`src/rtl/array_ctrl_pkg.sv`:
```
// Shared constants and FSM state type for the 512x77 array controller.
package array_ctrl_pkg;
    localparam int              DEPTH      = 512;
    localparam int              AW         = 9;
    localparam int              DW         = 77;
    localparam logic [DW-1:0]   INIT_VALUE = '0;

    typedef enum logic {
        INIT = 1'b0,
        RUN  = 1'b1
    } state_t;
endpackage

```
`src/rtl/array_0_3_ctrl_if.sv`:
```
// Request/response channels plus the SRAM macro port of the array controller.
interface array_0_3_ctrl_if;
    import array_ctrl_pkg::*;

    logic          init_req;
    logic          init_busy;
    logic          rd_req_valid;
    logic          rd_req_ready;
    logic [AW-1:0] rd_req_addr;
    logic          rd_resp_valid;
    logic          rd_resp_ready;
    logic [DW-1:0] rd_resp_data;
    logic          wr_req_valid;
    logic          wr_req_ready;
    logic [AW-1:0] wr_req_addr;
    logic [DW-1:0] wr_req_data;
    logic          sram_r_en;
    logic [AW-1:0] sram_r_addr;
    logic [DW-1:0] sram_r_data;
    logic          sram_w_en;
    logic [AW-1:0] sram_w_addr;
    logic [DW-1:0] sram_w_data;
    logic          sram_w_mask;

    // Controller view.
    modport slave (
        input  init_req, rd_req_valid, rd_req_addr, rd_resp_ready,
        input  wr_req_valid, wr_req_addr, wr_req_data, sram_r_data,
        output init_busy, rd_req_ready, rd_resp_valid, rd_resp_data, wr_req_ready,
        output sram_r_en, sram_r_addr, sram_w_en, sram_w_addr, sram_w_data, sram_w_mask
    );

    // Requester plus macro view.
    modport master (
        output init_req, rd_req_valid, rd_req_addr, rd_resp_ready,
        output wr_req_valid, wr_req_addr, wr_req_data, sram_r_data,
        input  init_busy, rd_req_ready, rd_resp_valid, rd_resp_data, wr_req_ready,
        input  sram_r_en, sram_r_addr, sram_w_en, sram_w_addr, sram_w_data, sram_w_mask
    );
endinterface

```
`src/rtl/array_0_3_rsp_hold.sv`:
```
// Read response stage: presents macro read data the cycle after issue.
// Latency: 1 cycle from read accept to rsp_valid.
// Backpressure: a stalled response is captured into a hold register and replayed until accepted.
module array_0_3_rsp_hold
    import array_ctrl_pkg::*;
(
    input  logic          clock,
    input  logic          reset_n,
    input  logic          rd_fire,
    input  logic [DW-1:0] sram_r_data,
    input  logic          rsp_ready,
    output logic          rsp_valid,
    output logic [DW-1:0] rsp_data
);
    logic          pend_q;
    logic          hold_valid_q;
    logic [DW-1:0] hold_q;

    always_ff @(posedge clock or negedge reset_n) begin
        if (!reset_n) begin
            pend_q       <= 1'b0;
            hold_valid_q <= 1'b0;
            hold_q       <= '0;
        end else begin
            pend_q <= rd_fire;
            // Capture before a later write can change the macro output under the consumer.
            if (pend_q && !rsp_ready) begin
                hold_valid_q <= 1'b1;
                hold_q       <= sram_r_data;
            end else if (hold_valid_q && rsp_ready) begin
                hold_valid_q <= 1'b0;
            end
        end
    end

    assign rsp_valid = pend_q | hold_valid_q;
    assign rsp_data  = hold_valid_q ? hold_q : sram_r_data;
endmodule

```
`src/rtl/array_0_3_ctrl.sv`:
```
// Controller for a 512x77 1R1W SRAM macro with init sweep and valid/ready channels.
// Latency: writes pass straight to the macro; read data valid 1 cycle after accept.
// Backpressure: one read outstanding; rd_req_ready drops while a response is stalled or init pending.
module array_0_3_ctrl
    import array_ctrl_pkg::*;
(
    input  logic              clock,
    input  logic              reset_n,
    array_0_3_ctrl_if.slave   bus
);
    state_t        state_q, state_d;
    logic [AW-1:0] init_cnt_q, init_cnt_d;
    logic          init_pend_q, init_pend_d;
    logic          run_open;
    logic          in_init;
    logic          rsp_valid;
    logic          rd_fire;
    logic          wr_fire;

    always_ff @(posedge clock or negedge reset_n) begin
        if (!reset_n) begin
            state_q     <= INIT;
            init_cnt_q  <= '0;
            init_pend_q <= 1'b0;
        end else begin
            state_q     <= state_d;
            init_cnt_q  <= init_cnt_d;
            init_pend_q <= init_pend_d;
        end
    end

    always_comb begin
        state_d     = state_q;
        init_cnt_d  = init_cnt_q;
        init_pend_d = init_pend_q;
        run_open    = 1'b0;
        case (state_q)
            INIT: begin
                if (init_cnt_q == AW'(DEPTH - 1)) begin
                    state_d = RUN;
                end else begin
                    init_cnt_d = init_cnt_q + 1'b1;
                end
            end
            RUN: begin
                run_open = !init_pend_q;
                // Sweep may start once the outstanding response leaves at this edge.
                if (init_pend_q && (!rsp_valid || bus.rd_resp_ready)) begin
                    state_d     = INIT;
                    init_cnt_d  = '0;
                    init_pend_d = 1'b0;
                end else if (bus.init_req) begin
                    init_pend_d = 1'b1;
                end
            end
            default: state_d = INIT;
        endcase
    end

    assign in_init          = (state_q == INIT);
    assign bus.wr_req_ready = run_open;
    assign bus.rd_req_ready = run_open && (!rsp_valid || bus.rd_resp_ready);
    assign bus.init_busy    = in_init || init_pend_q || bus.init_req;
    assign wr_fire          = bus.wr_req_valid && bus.wr_req_ready;
    assign rd_fire          = bus.rd_req_valid && bus.rd_req_ready;

    // Enables stay quiet while reset is held even though the FSM sits in INIT.
    assign bus.sram_w_en   = reset_n && (in_init || wr_fire);
    assign bus.sram_w_addr = in_init ? init_cnt_q : bus.wr_req_addr;
    assign bus.sram_w_data = in_init ? INIT_VALUE : bus.wr_req_data;
    assign bus.sram_w_mask = bus.sram_w_en;
    assign bus.sram_r_en   = rd_fire;
    assign bus.sram_r_addr = bus.rd_req_addr;

    array_0_3_rsp_hold u_rsp_hold (
        .clock       (clock),
        .reset_n     (reset_n),
        .rd_fire     (rd_fire),
        .sram_r_data (bus.sram_r_data),
        .rsp_ready   (bus.rd_resp_ready),
        .rsp_valid   (rsp_valid),
        .rsp_data    (bus.rd_resp_data)
    );
    assign bus.rd_resp_valid = rsp_valid;
endmodule

```
`src/flat_wrapper.sv`:
```
// flat-port wrapper written by rule: the top's interface ports become plain ports
module array_0_3_ctrl_flat import array_ctrl_pkg::*;
  (clock, reset_n, bus_init_req, bus_rd_req_valid, bus_rd_req_addr, bus_rd_resp_ready, bus_wr_req_valid, bus_wr_req_addr, bus_wr_req_data, bus_sram_r_data, bus_init_busy, bus_rd_req_ready, bus_rd_resp_valid, bus_rd_resp_data, bus_wr_req_ready, bus_sram_r_en, bus_sram_r_addr, bus_sram_w_en, bus_sram_w_addr, bus_sram_w_data, bus_sram_w_mask);
  array_0_3_ctrl_if bus_i ();
  input  logic clock;
  input  logic reset_n;
  input wire logic [$bits(bus_i.init_req)-1:0] bus_init_req;
  input wire logic [$bits(bus_i.rd_req_valid)-1:0] bus_rd_req_valid;
  input wire logic [$bits(bus_i.rd_req_addr)-1:0] bus_rd_req_addr;
  input wire logic [$bits(bus_i.rd_resp_ready)-1:0] bus_rd_resp_ready;
  input wire logic [$bits(bus_i.wr_req_valid)-1:0] bus_wr_req_valid;
  input wire logic [$bits(bus_i.wr_req_addr)-1:0] bus_wr_req_addr;
  input wire logic [$bits(bus_i.wr_req_data)-1:0] bus_wr_req_data;
  input wire logic [$bits(bus_i.sram_r_data)-1:0] bus_sram_r_data;
  output wire logic [$bits(bus_i.init_busy)-1:0] bus_init_busy;
  output wire logic [$bits(bus_i.rd_req_ready)-1:0] bus_rd_req_ready;
  output wire logic [$bits(bus_i.rd_resp_valid)-1:0] bus_rd_resp_valid;
  output wire logic [$bits(bus_i.rd_resp_data)-1:0] bus_rd_resp_data;
  output wire logic [$bits(bus_i.wr_req_ready)-1:0] bus_wr_req_ready;
  output wire logic [$bits(bus_i.sram_r_en)-1:0] bus_sram_r_en;
  output wire logic [$bits(bus_i.sram_r_addr)-1:0] bus_sram_r_addr;
  output wire logic [$bits(bus_i.sram_w_en)-1:0] bus_sram_w_en;
  output wire logic [$bits(bus_i.sram_w_addr)-1:0] bus_sram_w_addr;
  output wire logic [$bits(bus_i.sram_w_data)-1:0] bus_sram_w_data;
  output wire logic [$bits(bus_i.sram_w_mask)-1:0] bus_sram_w_mask;
  assign bus_i.init_req = bus_init_req;
  assign bus_i.rd_req_valid = bus_rd_req_valid;
  assign bus_i.rd_req_addr = bus_rd_req_addr;
  assign bus_i.rd_resp_ready = bus_rd_resp_ready;
  assign bus_i.wr_req_valid = bus_wr_req_valid;
  assign bus_i.wr_req_addr = bus_wr_req_addr;
  assign bus_i.wr_req_data = bus_wr_req_data;
  assign bus_i.sram_r_data = bus_sram_r_data;
  assign bus_init_busy = bus_i.init_busy;
  assign bus_rd_req_ready = bus_i.rd_req_ready;
  assign bus_rd_resp_valid = bus_i.rd_resp_valid;
  assign bus_rd_resp_data = bus_i.rd_resp_data;
  assign bus_wr_req_ready = bus_i.wr_req_ready;
  assign bus_sram_r_en = bus_i.sram_r_en;
  assign bus_sram_r_addr = bus_i.sram_r_addr;
  assign bus_sram_w_en = bus_i.sram_w_en;
  assign bus_sram_w_addr = bus_i.sram_w_addr;
  assign bus_sram_w_data = bus_i.sram_w_data;
  assign bus_sram_w_mask = bus_i.sram_w_mask;
  array_0_3_ctrl u_core (.clock(clock), .reset_n(reset_n), .bus(bus_i));
endmodule
```
`config.mk`:
```
export PLATFORM = sky130hd
export DESIGN_NAME = array_0_3_ctrl_flat
export DESIGN_NICKNAME = d
export VERILOG_FILES = /design/src/rtl/array_ctrl_pkg.sv /design/src/rtl/array_0_3_ctrl_if.sv /design/src/rtl/array_0_3_rsp_hold.sv /design/src/rtl/array_0_3_ctrl.sv /design/src/flat_wrapper.sv
export SDC_FILE = /design/constraint.sdc
export NUM_CORES = 1
export LEC_CHECK = 0
export CORE_AREA = 5 5 136 138
export DETAILED_ROUTE_END_ITERATION = 8
export DIE_AREA = 0 0 141 143
export PLACE_DENSITY = 0.71
export SLEW_MARGIN = 20
export SYNTH_ARGS = -nofsm -noshare
export SYNTH_HDL_FRONTEND = slang
export SYNTH_SLANG_ARGS = --single-unit
```
`constraint.sdc`:
```
create_clock -name clock -period 5.05 [get_ports clock]
set_input_delay 1.01 -clock clock [delete_from_list [all_inputs] [get_ports clock]]
set_output_delay 1.01 -clock clock [all_outputs]
set_load 0.05 [all_outputs]
```
==> summary.txt <==
STA
  – Tcrit/Tclk final: 75.6%
  – RSZ-0062 raised after global routing: no
  – Final slew viol count: 0
  – Tmin final: 3.82 ns
  – Clock skew: 0.00889 ns
  – Fmax: 0.262 GHz
  – Setup TNS: 0 ns
  – Final Hold Fails: 0
  – Rel. slew slack: 28.1%
  – Final hold slack: 0.488 ns
  – Finish-stage setup viols: 0
  – Actual slew at the worst max-slew pin: 1.08 ns

Clock network
  – Clock slew at reported path FFs: 0.07 ns
  – Clock sink count: 90
  – Post-CTS Setup Bufs: 0
  – CTS buffer count: 9
  – Root buffer cell: clkbuf_16
  – Post-CTS resize count: 0
  – TritonCTS clock tree: built
  – CTS H-tree lvls: 3
  – Skew-Pair Late Insertion Delay: 0.35 ns
  – Cts hold-fix bufs: 0
  – Number of buffers on the longest clock path: 2

Run
  – Max_cap viols: 0

Power and ir drop
  – Leakage: 3.69 nW
  – Power per Cell Area: 471 nW/um2
  – Peak VDD IR: 0.321 mV

Synthesis
  – FF+latch count, synth: 90
  – Post-Syn Instances: 425
  – Synth area leader: dfrtp_1
  – Top cells by count, synth: 132 x mux2_2, 90 x dfrtp_1, 78 x and2_1
  – Area contributors post-synth: dfrtp_1 44%, mux2_2 29%, and2_1 9.5%
  – Warning count from the yosys run: 0
  – Syn Nets: 606
  – Count of cell types in the netlist: 32
  – Sequential area share after synthesis: 43.8%
  – Post-synth EDFFs: 0
  – Most frequent cell after synthesis: mux2_2
  – Share of the synthesized area in the top cell type: 43.8%
  – Post-Syn Area: 5150 um2
  – Async SR Flop Fraction: 100%
  – Synth Area per Inst: 12.1 um2
  – Ys flop type: dfrtp_1

Routing
  – Via count: 4,506
  – DR DRC count: 0
  – DRT iter0 DRCs: 188
  – Routed vias/inst: 4.64
  – Routed length per instance: 22.2 um
  – Post-route ant nets: 0
  – Routed wire length: 21,600 um
  – TritonRoute pass-1 iters: 4

Setup path
  – Crit. End Element: primary output
  – Setup crit start kind: input pin
  – CP required: 4.04 ns
  – Crit-path most repeated cell: clkdlybuf4s50_1
  – Slowest cell on the critical path: clkdlybuf4s50_1
  – CP Class: input pin to primary output
  – Worst-path fanout max: 7
  – CP Cell Sequence: clkdlybuf4s50_1 -> o21ba_4 -> nor2b_1 -> and2_1 -> clkdlybuf4s50_1
  – Critical Path AT: 2.81 ns
  – CP max stage delay: 0.81 ns
  – FF-to-FF path depth: 4

Finish
  – Layout cell share with drive strength beyond 1: 21.0%
  – Layout area overhead: 74.0%
  – Nets: 919
  – Post-route cell area: 8950 um2
  – # fillers: 1,463

Floorplanning
  – FP Rows: 48
  – I/O Pins: 357
  – Die H: 143 um
  – Starting Density: 30.2%
  – Die Width: 141 um
  – Core Box Area: 17,100 um2
  – Total die area: 20,200 um2

Global route
  – Pin count of the biggest net entering global routing: 80
  – Vias in the first global route: 5,049
  – Antenna violations before repair: 2
  – First-pass GRT wire length: 32,100 um
  – Grt ovf: 0
  – Gr usage total: 21.3%

Hold path
  – WHS Path Cells: 1
  – Min-Delay Path Class: flop to flop

Outcome
  – Outcome: finished, final reports clean

Placement
  – Post-DP HPWL: 17,100 um
  – Port bufs: 338
  – Post-place instance area: 8620 um2
  – Final GP Congestion: 0.984
-- placed cells by master, fill, tap and decap left out, types with 2 or more instances in the layout --
cell type        Yosys  layout
a21o_1               2       2
a21oi_1              2       2
and2_1              78      78
and3_1               2       2
buf_4               13       4
bufinv_16            0       2
clkbuf_16            0       9
clkdlybuf4s50_1      0     337
dfrtp_1             90      88
diode_2              0       3
ha_1                 3       3
mux2_1              30      30
mux2_2             132     132
mux2i_1              3       3
nand2_1              7       7
nand2b_1             3       2
nand3_1              3       3
nand4_1              2       2
nor2_1               6       6
nor2b_1              4       4
nor3_1               2       2
o21ai_0              5       5
o2bb2ai_1            2       2
-- cells by family after synthesis --
logic type	after synthesis	share of synthesized area [%]
fa+ha+maj	3	0.729
flops	90	43.8
simple gates	111	12.8
buf+inv	40	4.45
compound gates	16	2.26
mux	165	36.0
-- layer usage --
layer	wire length, um	vias up	global-route usage, %
li1	-	2102	-
met1	8420	2167	26.1
met2	10400	218	35.3
met3	2380	19	8.17
met4	382	0	5.46
met5	0	-	0
-- state kept, by name, indices dropped and copies added (netlist names) --
signal,count
u_core.u_rsp_hold.hold_q,77
u_core.init_cnt_q,9
u_core.init_pend_q,1
u_core.state_q,1
u_core.u_rsp_hold.hold_valid_q,1
u_core.u_rsp_hold.pend_q,1
-- final timing paths --
kind / startpoint / end / slack, ns
worst max-delay path: bus_rd_resp_ready / bus_sram_r_en / 1.23
worst min-delay path: u_core.u_rsp_hold.hold_q[16]$_DFFE_PN0P_ / u_core.u_rsp_hold.hold_q[16]$_DFFE_PN0P_ / 0.49
worst max register to register: u_core.state_q$_DFF_PN0_ / u_core.init_cnt_q[4]$_DFFE_PN0P_ / 2.94
worst min register to register: u_core.u_rsp_hold.hold_q[16]$_DFFE_PN0P_ / u_core.u_rsp_hold.hold_q[16]$_DFFE_PN0P_ / 0.49
max in group asynchronous: reset_n / u_core.u_rsp_hold.hold_valid_q$_DFFE_PN0P_ / 3.10
min in group asynchronous: reset_n / u_core.u_rsp_hold.hold_q[24]$_DFFE_PN0P_ / 0.75
-- layout make-up --
class                      instances  area (um2)  share of cell area (%)
clock inverter                     5        85.1                   0.950
inverter                           1        3.75                  0.0419
antenna                            3        7.51                  0.0838
multi-input combinational        295        2670                    29.9
sequential                        90        2260                    25.2
timing repair buffer             341        3400                    38.0
tap                              225         282                    3.14
clock buffer                      11         243                    2.71
-- stage by stage --
| stage | instances | setup WS, ns | total power [mW] | util [%] |
|---|---|---|---|---|
| floorplan | 425 | 1.41 | 2.68 | - |
| global placement | 952 | 1.24 | 3.43 | 50.5 |
| detailed placement | 952 | 1.23 | 3.48 | 50.5 |
| CTS | 968 | 1.20 | 4.25 | 52.5 |
| global route | 970 | 1.11 | 4.43 | 52.5 |
| finish | 971 | 1.23 | 4.21 | 52.5 |
-- critical path, delay by kind of cell --
| kind | cells | cell delay [ns] |
|---|---|---|
| AO/OA/AOI/OAI | 1 | 0.19 |
| buffers and inverters | 2 | 1.29 |
| AND/OR/NAND/NOR | 2 | 0.32 |
-- power breakdown --
part | internal (mW) | total (mW) | leakage, nW | switching, mW
logic | 0.901 | 2.22 | 2.40 | 1.31
registers | 1.03 | 1.26 | 1.13 | 0.222
clock network | 0.450 | 0.743 | 0.156 | 0.293
Note: power is estimated with default switching activity, not from simulation.
